$ cat src/rtl/l1_bus_master.sv
// Per-L1 bus master: takes one coherence transaction from the L1, holds BusReq
// for the whole bus tenure, issues the command, collects snoop/fill results and
// hands a single response back to the L1.
module l1_bus_master #(
    parameter int unsigned ADDR_W    = 32,
    parameter int unsigned LINE_W    = 128,
    parameter int unsigned SNOOP_LAT = 2,
    parameter int unsigned TIMEOUT   = 255
) (
    input  logic              clk,
    input  logic              reset,
    input  logic              req_valid,
    output logic              req_ready,
    input  logic [1:0]        req_cmd,
    input  logic [ADDR_W-1:0] req_addr,
    input  logic [LINE_W-1:0] req_wdata,
    output logic              BusReq,
    input  logic              BusGrant,
    output logic              bus_cmd_valid,
    output logic [1:0]        bus_cmd,
    output logic [ADDR_W-1:0] bus_addr,
    output logic [LINE_W-1:0] bus_wdata,
    input  logic              bus_shared,
    input  logic              bus_data_valid,
    input  logic [LINE_W-1:0] bus_rdata,
    output logic              resp_valid,
    input  logic              resp_ready,
    output logic [LINE_W-1:0] resp_data,
    output logic              resp_shared,
    output logic              resp_err,
    output logic              err_grant_lost
);

    // One counter serves both the read timeout and the snoop window.
    localparam int unsigned CntMax = (TIMEOUT > SNOOP_LAT) ? TIMEOUT : SNOOP_LAT;
    localparam int unsigned CntW   = $clog2(CntMax + 1);
    localparam logic [CntW-1:0] TimeoutLast = CntW'(TIMEOUT - 1);
    localparam logic [CntW-1:0] SnoopLast   = CntW'(SNOOP_LAT - 1);
    localparam logic [CntW-1:0] CntSat      = CntW'(CntMax);

    typedef enum logic [2:0] {StIdle, StReq, StCmd, StWait, StResp} state_e;

    state_e            state_q, state_d;
    logic [1:0]        cmd_q, cmd_d;
    logic [ADDR_W-1:0] addr_q, addr_d;
    logic [LINE_W-1:0] wdata_q, wdata_d;
    logic [LINE_W-1:0] data_q, data_d;
    logic              shared_q, shared_d;
    logic              err_q, err_d;
    logic [CntW-1:0]   cnt_q, cnt_d;
    logic              lost_q, lost_d;
    logic              is_read;

    // BusRd (00) and BusRdX (01) expect fill data; BusUpgr/Flush do not.
    assign is_read = ~cmd_q[1];

    // State register and datapath latches.
    always_ff @(posedge clk or negedge reset) begin
        if (!reset) begin
            state_q  <= StIdle;
            cmd_q    <= '0;
            addr_q   <= '0;
            wdata_q  <= '0;
            data_q   <= '0;
            shared_q <= 1'b0;
            err_q    <= 1'b0;
            cnt_q    <= '0;
            lost_q   <= 1'b0;
        end else begin
            state_q  <= state_d;
            cmd_q    <= cmd_d;
            addr_q   <= addr_d;
            wdata_q  <= wdata_d;
            data_q   <= data_d;
            shared_q <= shared_d;
            err_q    <= err_d;
            cnt_q    <= cnt_d;
            lost_q   <= lost_d;
        end
    end

    // Next-state and datapath update.
    always_comb begin
        state_d  = state_q;
        cmd_d    = cmd_q;
        addr_d   = addr_q;
        wdata_d  = wdata_q;
        data_d   = data_q;
        shared_d = shared_q;
        err_d    = err_q;
        cnt_d    = cnt_q;
        lost_d   = lost_q;
        unique case (state_q)
            StIdle: begin
                if (req_valid) begin
                    cmd_d    = req_cmd;
                    addr_d   = req_addr;
                    wdata_d  = req_wdata;
                    data_d   = '0;
                    shared_d = 1'b0;
                    err_d    = 1'b0;
                    cnt_d    = '0;
                    state_d  = StReq;
                end
            end
            StReq: begin
                if (BusGrant) begin
                    state_d = StCmd;
                end
            end
            StCmd: begin
                if (!BusGrant) begin
                    lost_d = 1'b1;
                end
                cnt_d   = '0;
                state_d = StWait;
            end
            StWait: begin
                if (!BusGrant) begin
                    lost_d = 1'b1;
                end
                shared_d = shared_q | bus_shared;
                if (is_read) begin
                    if (bus_data_valid) begin
                        data_d  = bus_rdata;
                        state_d = StResp;
                    end else if (cnt_q == TimeoutLast) begin
                        data_d  = '0;
                        err_d   = 1'b1;
                        state_d = StResp;
                    end else if (cnt_q != CntSat) begin
                        cnt_d = cnt_q + CntW'(1);
                    end
                end else if (cnt_q == SnoopLast) begin
                    state_d = StResp;
                end else if (cnt_q != CntSat) begin
                    cnt_d = cnt_q + CntW'(1);
                end
            end
            StResp: begin
                if (resp_ready) begin
                    state_d = StIdle;
                end
            end
            default: state_d = StIdle;
        endcase
    end

    // Outputs come only from state and registers.
    assign req_ready      = (state_q == StIdle);
    assign BusReq         = (state_q == StReq) || (state_q == StCmd) || (state_q == StWait);
    assign bus_cmd_valid  = (state_q == StCmd);
    assign bus_cmd        = cmd_q;
    assign bus_addr       = addr_q;
    assign bus_wdata      = wdata_q;
    assign resp_valid     = (state_q == StResp);
    assign resp_data      = resp_valid ? data_q : '0;
    assign resp_shared    = resp_valid & shared_q;
    assign resp_err       = resp_valid & err_q;
    assign err_grant_lost = lost_q;

endmodule

$ cat config.mk
export PLATFORM = sky130hd
export DESIGN_NAME = l1_bus_master
export DESIGN_NICKNAME = d
export VERILOG_FILES = /design/src/rtl/l1_bus_master.sv
export SDC_FILE = /design/constraint.sdc
export NUM_CORES = 1
export LEC_CHECK = 0
export CAP_MARGIN = 15
export CORE_AREA = 2 2 229 231
export DETAILED_ROUTE_END_ITERATION = 12
export DIE_AREA = 0 0 231 233
export GPL_TIMING_DRIVEN = 0
export MAX_ROUTING_LAYER = met4
export PLACE_DENSITY_LB_ADDON = 0.05
export SLEW_MARGIN = 40
export SYNTH_ARGS = -nofsm -noshare
export SYNTH_HDL_FRONTEND = slang
export SYNTH_SLANG_ARGS = --single-unit
$ cat constraint.sdc
create_clock -name clk -period 5.85 [get_ports clk]
set_input_delay 1.17 -clock clk [delete_from_list [all_inputs] [get_ports clk]]
set_output_delay 1.17 -clock clk [all_outputs]
set_load 0.02 [all_outputs]
==> summary.md, run 1 <==
| Metric | Value |
|---|---|
| Run status | finished, final reports clean |
| DR iter-0 viols | 354 |
| Drc violations | 0 |
| Final cycle utilization of the critical path | between 70% and 80% |
| Fin. Hold Viols | 0 |
| Via count of the first global-routing pass | 11.4k |
| Netlist area before placement | 12900 µm² |
| Placement-stage worst setup slack | 1.79 ns |
| Hold buffer count at CTS | 0 |
| Weighted congestion reported at the end of routability-driven placement | a little over 0.8 |
| FF-to-FF End | data_q[97]$_DFFE_PN0P_ |
| Total Power Consumption | between 10 and 15 mW |
| Slack of the critical path | between 1 and 1.5 ns |
| I/O pin count | 594 |
| Placed cell areas | 19800 µm² |
| Clock skew | about 0.016 ns |
| Capture point of the critical path | resp_data[43] |
| Vertical extent of the die | around 230 µm |
| Count of input and output buffers | 593 |
| Post-Layout Inst Area | 21100 µm² |
| Clock network latency to the later pin of the worst-skew pair | approximately 0.55 ns |
| Syn Inst Count | ~1.2k |
| Min-Delay Path Class | register to register |
| Req. time, crit path | roughly 4.7 ns |
| Post-layout net count | 2097 |
| Sequential area share after synthesis | between 50% and 60% |
| Max Fanout on Critical Path | 10 |
| Peak clock frequency supported by timing | around 220 MHz |
| Critical path capture point type | output pin |
| Max Cap Violations | 0 |
| Clk sinks | around 300 |
| Highest routed metal layer | met4 |
| Post-layout utilization of the core | between 40% and 50% |
| CP startpoint | state_q[1]$_DFFE_PN0P_ |
| Remaining antenna violation count after routing | 0 |
| Crit start category | register |
| Die outline area | 53800 µm² |
| Total of cells resized after clock tree synthesis | 0 |
| Worst-case vdd ir drop | around 0.18 mV |
| Nets in the synthesized netlist | about 1.5k |
| Number of enable-type register cells in the synthesized netlist | 0 |
| Unrepaired setup endpoints after global routing | no |
| Area of the multi-input gates | 4750 µm² |
| Pleak | 9.01 nW |
| Maximum buffer depth of the clock tree | 3 |
| Antenna violations before repair | 10 |
| First-pass iteration count of the detailed router | 5 |
| WL/cell | ~21 µm |
| Instance count along the most critical hold path | 2 |
| Total area of sequential cells | 7610 µm² |
| Worst Setup Path Type | register to output pin |
| R2r setup slk | between 3 and 4 ns |
| Width of the die | 231 µm |
| Relative max-transition margin | between 60% and 70% |
| Root Buffer Master | clkbuf_16 |
| Setup violation total in the final timing report | 0 |
| Worst hold-check slack | 0.470 ns |
| Average via count per standard cell | 4.37 |
| Core box area | ~50000 µm² |
| Site Rows | 83 |
| Global-route wire length before repair | approximately 75000 µm |
| Register bit count reported by yosys | around 300 |
| Ratio of cells with drive above 1 in the final layout | 15.5% |
| Number of warnings reported in the yosys synthesis log | 0 |
| Area grow syn2layout | 64.1% |
| Final-report max-slew violation count | 0 |
| H-tree lvl count | 2 |
| Prevailing post-synth register cell | dfrtp_1 |
| Met3 WL | around 4600 µm |
| Tightest Pin Transition | between 0.5 and 0.6 ns |
| Total met2 wirelength after detailed routing | 25600 µm |
| Number of fillers in the final layout | ~5.0k |
| Critical register-to-register path startpoint | cnt_q[0]$_DFFE_PN0P_ |
| Depth of the worst register-to-register path | 11 |
| Count of buffers added by post-CTS timing repair for setup | 0 |
| Start point of the worst min-delay path | data_q[106]$_DFFE_PN0P_ |
| Min cycle time layout | roughly 4.5 ns |
| Arrival @ worst endpoint | 3.31 ns |
| Async S/R FF share, synth | 100% |
| CTS Buf Count | 39 |
| Number of distinct standard cells referenced by the synthesized netlist | 38 |
| Power per unit of standard cell area | 475 nW/µm² |
| Pin count of the biggest net entering global routing | 69 |
| Wirelength, routed | between 50000 and 60000 µm |
| Congestion Overflow GR | 0 |
| TritonCTS clock tree | yes |
| M1 WL | ~21000 µm |
| Half-perimeter wire length after placement | 40100 µm |
| Effective utilization at floorplan | ~25% |
| Global-route usage over all layers | around a fifth |
| Detailed-route via count | 11.0k |
| Synthesized area per cell | 11.1 µm² |
| Clock edge transition at the registers on the reported setup and hold paths | approximately 0.060 ns |
==> area by class of cell <==
class	instances	area share (%)
flip-flops and latches	304	36.0
repair buffers	597	28.7
multi-input cells	751	22.5
clock buffers	57	5.57
well taps	680	4.03
plain buffers	97	2.25
clock inverters	12	0.711
inverters	7	0.124
diodes	8	0.0948
==> critical path, stage by stage, from the launching register on <==
cell and delay [ns]:
dfrtp_1 0.38, buf_2 0.18, nor2_1 0.42, clkbuf_2 0.46
clkbuf_1 0.39, and3_1 0.22, clkdlybuf4s50_1 0.69
==> registers in the layout, indices dropped and copies added (netlist names) <==
name,cells
bus_cmd,2
err_q,1
shared_q,1
err_grant_lost,1
bus_wdata,128
data_q,128
bus_addr,32
cnt_q,8
state_q,3
==> cells by family (layout without fill, tap and decap cells) <==
| family | Yosys count | count (layout) | share of synthesized area (%) |
|---|---|---|---|
| AND/OR/NAND/NOR | 427 | 427 | 15.5 |
| flip-flops | 304 | 304 | 59.1 |
| adder cells (fa/ha/maj) | 3 | 3 | 0.292 |
| other | 0 | 8 | 0 |
| AO/OA/AOI/OAI | 156 | 156 | 6.73 |
| buffers and inverters | 104 | 770 | 3.88 |
| multiplexers | 165 | 165 | 14.4 |
==> worst min-delay path by stage <==
stage,end
floorplan,data_q[102]$_DFFE_PN0P_
CTS,data_q[106]$_DFFE_PN0P_
global route,data_q[51]$_DFFE_PN0P_
detailed placement,err_grant_lost$_DFFE_PN0P_
finish,data_q[106]$_DFFE_PN0P_
global placement,data_q[16]$_DFFE_PN0P_
==> metal layers <==
| metal | track usage (%) | up-vias |
|---|---|---|
| met4 | 3.93 | 0 |
| li1 | - | 5250 |
| met1 | 22.0 | 5294 |
| met2 | 32.1 | 379 |
| met5 | - | - |
| met3 | 7.41 | 57 |
==> cell usage after synthesis, drive strengths merged, types with 6 or more instances <==
cell type,count,area (µm²)
clkbuf,52,195
nand2,259,972
inv,7,26.3
and3,130,813
o21ai,132,661
o41ai,6,67.6
buf,45,278
nand3,7,35.0
dfrtp,304,7610
o31ai,7,52.6
mux2,161,1810
nor2,16,60.1
==> per-stage QoR <==
step                      setup TNS, ns  cells
after floorplan                       0   1159
after global placement         -3334.03   2432
after detailed placement              0   2436
after CTS                             0   2505
after global routing                  0   2513
final                                 0   2513
==> where the power goes <==
| group | switching, mW | leakage [nW] | internal, mW | total (mW) |
|---|---|---|---|---|
| registers | 0.339 | 3.88 | 2.85 | 3.19 |
| logic | 2.33 | 4.47 | 2.04 | 4.37 |
| clock network | 0.952 | 0.660 | 1.52 | 2.47 |
==> layout by cell type (no fill, tap or decap), drive strengths merged, types with 2 or more instances in the layout <==
master and n:
clkdlybuf4s50 592, dfrtp 304, inv 8, o21ai 132
clkbuf 109, nor3b 2, o41ai 6, and3 130
o31ai 7, clkinv 8, ha 3, and2 4
mux2i 4, buf 50, or2 2, mux2 161
diode 8, nor2 16, nand2 259, a31oi 3
nand3 7, o21bai 2, bufinv 3, a21oi 2
Power figures use the tool's default switching activity.
==> run 2, diff against run 1 <==
--- a/config.mk
+++ b/config.mk
@@ -6,9 +6,9 @@
 export NUM_CORES = 1
 export LEC_CHECK = 0
 export CAP_MARGIN = 15
-export CORE_AREA = 2 2 229 231
+export CORE_AREA = 2 2 232 234
 export DETAILED_ROUTE_END_ITERATION = 12
-export DIE_AREA = 0 0 231 233
+export DIE_AREA = 0 0 234 236
 export GPL_TIMING_DRIVEN = 0
 export MAX_ROUTING_LAYER = met4
 export PLACE_DENSITY_LB_ADDON = 0.05
==> constraint.sdc (replaced) <==
create_clock -name clk -period 4.5 [get_ports clk]
set_input_delay 0.9 -clock clk [delete_from_list [all_inputs] [get_ports clk]]
set_output_delay 0.9 -clock clk [all_outputs]
set_load 0.02 [all_outputs]
==> summary.md, run 2 (synthesis results as in run 1) <==
| Metric | Value |
|---|---|
| Die outline area | 55200 µm² (was 53800 µm²) |
| Commonest non-fill, non-tap cell in the layout | clkdlybuf4s50_1 (unchanged) |
| Maximum buffer depth of the clock tree | 3 (unchanged) |
| Relative max-transition margin | 58.0% (was 60.0%) |
| Delay of the slowest cell on the worst path | 0.68 ns (was 0.69 ns) |
| Post-Layout Inst Area | 21100 µm² (about the same) |
| DR iter-0 viols | 403 (was 354) |
| Fin. Hold Viols | 0 (unchanged) |
| Worst Setup Path Type | register to output pin (unchanged) |
| Detailed-route via count | 11.1k (was 11.0k) |
| Placed cell areas | 19800 µm² (about the same) |
| Min-Delay Path Class | input port to async pin (was register to register) |
| Pin count of the biggest net entering global routing | 67 (was 69) |
| List of cells traversed by the critical path | buf_2 > nor2_1 > clkbuf_2 > clkbuf_1 > and3_1 > clkdlybuf4s50_1 (unchanged) |
| Core box area | 53100 µm² (was 51100 µm²) |
| Highest-count cells in the layout ignoring fill and taps | 592 x clkdlybuf4s50_1, 304 x dfrtp_1, 259 x nand2_1, 161 x mux2_2, 130 x and3_1 (unchanged) |
| Ratio of cells with drive above 1 in the final layout | 15.2% (was 15.5%) |
| Run status | finished, final reports clean (unchanged) |
| Final-report max-slew violation count | 0 (unchanged) |
| Final cycle utilization of the critical path | between 90% and 100% |
| Unrepaired setup endpoints after global routing | no (unchanged) |
| Antenna violations before repair | 14 (was 10) |
| Area grow syn2layout | 64.1% (about the same) |
| I/O pin count | 594 (unchanged) |
| Site Rows | 85 (was 83) |
| Clock skew | 0.00988 ns (was 0.0161 ns) |
| Critical path capture point type | output pin (unchanged) |
| Arrival @ worst endpoint | 3.26 ns (was 3.31 ns) |
| Count of buffers added by post-CTS timing repair for setup | 0 (unchanged) |
| Congestion Overflow GR | 0 (unchanged) |
| Clock edge transition at the registers on the reported setup and hold paths | 0.06 ns (about the same) |
| Width of the die | 234 µm (was 231 µm) |
| Req. time, crit path | 3.60 ns (was 4.68 ns) |
| TritonCTS clock tree | yes (unchanged) |
| Drc violations | 0 (unchanged) |
| Via count of the first global-routing pass | 11.6k (was 11.4k) |
| Slowest cell on the critical path | clkdlybuf4s50_1 (unchanged) |
| Remaining antenna violation count after routing | 0 (unchanged) |
| Root Buffer Master | clkbuf_16 (unchanged) |
| Crit path max-delay family | buffers and inverters (unchanged) |
| Wirelength, routed | 52200 µm (about the same) |
| Pleak | 8.98 nW (was 9.01 nW) |
| Setup violation total in the final timing report | 0 (unchanged) |
| Peak clock frequency supported by timing | ~240 MHz |
| CTS Buf Count | 39 (unchanged) |
| Worst-case vdd ir drop | 0.233 mV (was 0.184 mV) |
| Clock network latency to the later pin of the worst-skew pair | 0.54 ns (was 0.55 ns) |
| Hold buffer count at CTS | 0 (unchanged) |
| Min cycle time layout | 4.16 ns |
| Count of input and output buffers | 593 (unchanged) |
| First-pass iteration count of the detailed router | 4 (was 5) |
| Vertical extent of the die | 236 µm (was 233 µm) |
| Bufs and invs on worst path | 4 (unchanged) |
| Total of cells resized after clock tree synthesis | 0 (unchanged) |
| H-tree lvl count | 2 (unchanged) |
| Post-layout net count | 2099 (was 2097) |
| Average via count per standard cell | 4.38 (was 4.37) |
| Worst hold-check slack | 0.219 ns (was 0.470 ns) |
| Max Fanout on Critical Path | 10 (unchanged) |
| Weighted congestion reported at the end of routability-driven placement | 0.806 (was 0.823) |
| Effective utilization at floorplan | 24.2% (was 25.2%) |
| Max Cap Violations | 0 (unchanged) |
| Tightest Pin Transition | 0.629 ns (was 0.600 ns) |
| Half-perimeter wire length after placement | 40700 µm (was 40100 µm) |
| Power per unit of standard cell area | 612 nW/µm² (was 475 nW/µm²) |
| Global-route usage over all layers | 19.1% (was 19.2%) |
| Global-route wire length before repair | 76100 µm (was 74600 µm) |
| WL/cell | 20.6 µm (was 20.8 µm) |
| Clk sinks | 304 (unchanged) |
| Crit start category | register (unchanged) |
-- run 2: per-layer routing --
layer / track usage (%) / share of wire [%]
met4: 4.32 / 1.8
met5: - / 0
met1: 21.5 / 40
met3: 7.70 / 9.7
met2: 31.5 / 48
-- run 2: final timing paths --
kind,start,end,slack [ns],depth (start not counted)
worst max-delay path,state_q[1]$_DFFE_PN0P_,resp_data[46],0.34,6
worst min-delay path,reset,bus_wdata[24]$_DFFE_PN0P_,0.22,1
worst max register to register,cnt_q[0]$_DFFE_PN0P_,data_q[22]$_DFFE_PN0P_,2.11,10
worst min register to register,err_grant_lost$_DFFE_PN0P_,err_grant_lost$_DFFE_PN0P_,0.46,1
max in group asynchronous,reset,data_q[63]$_DFFE_PN0P_,2.98,4
min in group clk,err_grant_lost$_DFFE_PN0P_,err_grant_lost$_DFFE_PN0P_,0.46,1
-- run 2: worst register-to-register path: stages (launching register included) --
cell     delay, ns
dfrtp_1       0.41
inv_1         0.09
ha_1          0.21
nand3_1       0.10
o21ai_0       0.13
a21oi_2       0.31
buf_6         0.24
buf_2         0.30
buf_2         0.33
nand2_1       0.08
o21ai_0       0.09
-- run 2: power by group --
group          total [mW]  leakage (nW)  switching (mW)  internal [mW]
clock network        3.05         0.614            1.22           1.83
registers            4.14          3.88           0.441           3.70
logic                5.72          4.49            3.06           2.66
total                12.9          8.98            4.72           8.19
-- run 2: area by class of cell --
| type | instances | area, µm² |
|---|---|---|
| Clock inverter | 7 | 37.5 |
| Timing Repair Buffer | 599 | 6090 |
| Inverter | 7 | 26.3 |
| Tap cell | 696 | 871 |
| Sequential cell | 304 | 7610 |
| Multi-Input combinational cell | 751 | 4750 |
| Fill cell | 5241 | 32000 |
| Buffer | 97 | 474 |
| Clock buffer | 62 | 1200 |
| Antenna cell | 14 | 35.0 |
-- run 2: per-stage QoR --
step / std cells / util [%] / power (mW) / TNS [ns] / setup slack, ns
detailed placement: 2454 / 37.4 / 10.0 / 0 / 0.742
CTS: 2523 / 39.7 / 13.2 / 0 / 0.133
global route: 2537 / 39.8 / 13.7 / 0 / 0.0235
finish: 2537 / 39.8 / 12.9 / 0 / 0.338
floorplan: 1159 / - / 7.07 / 0 / 2.08
global placement: 2448 / 37.1 / 9.98 / -3699.65 / -12.22
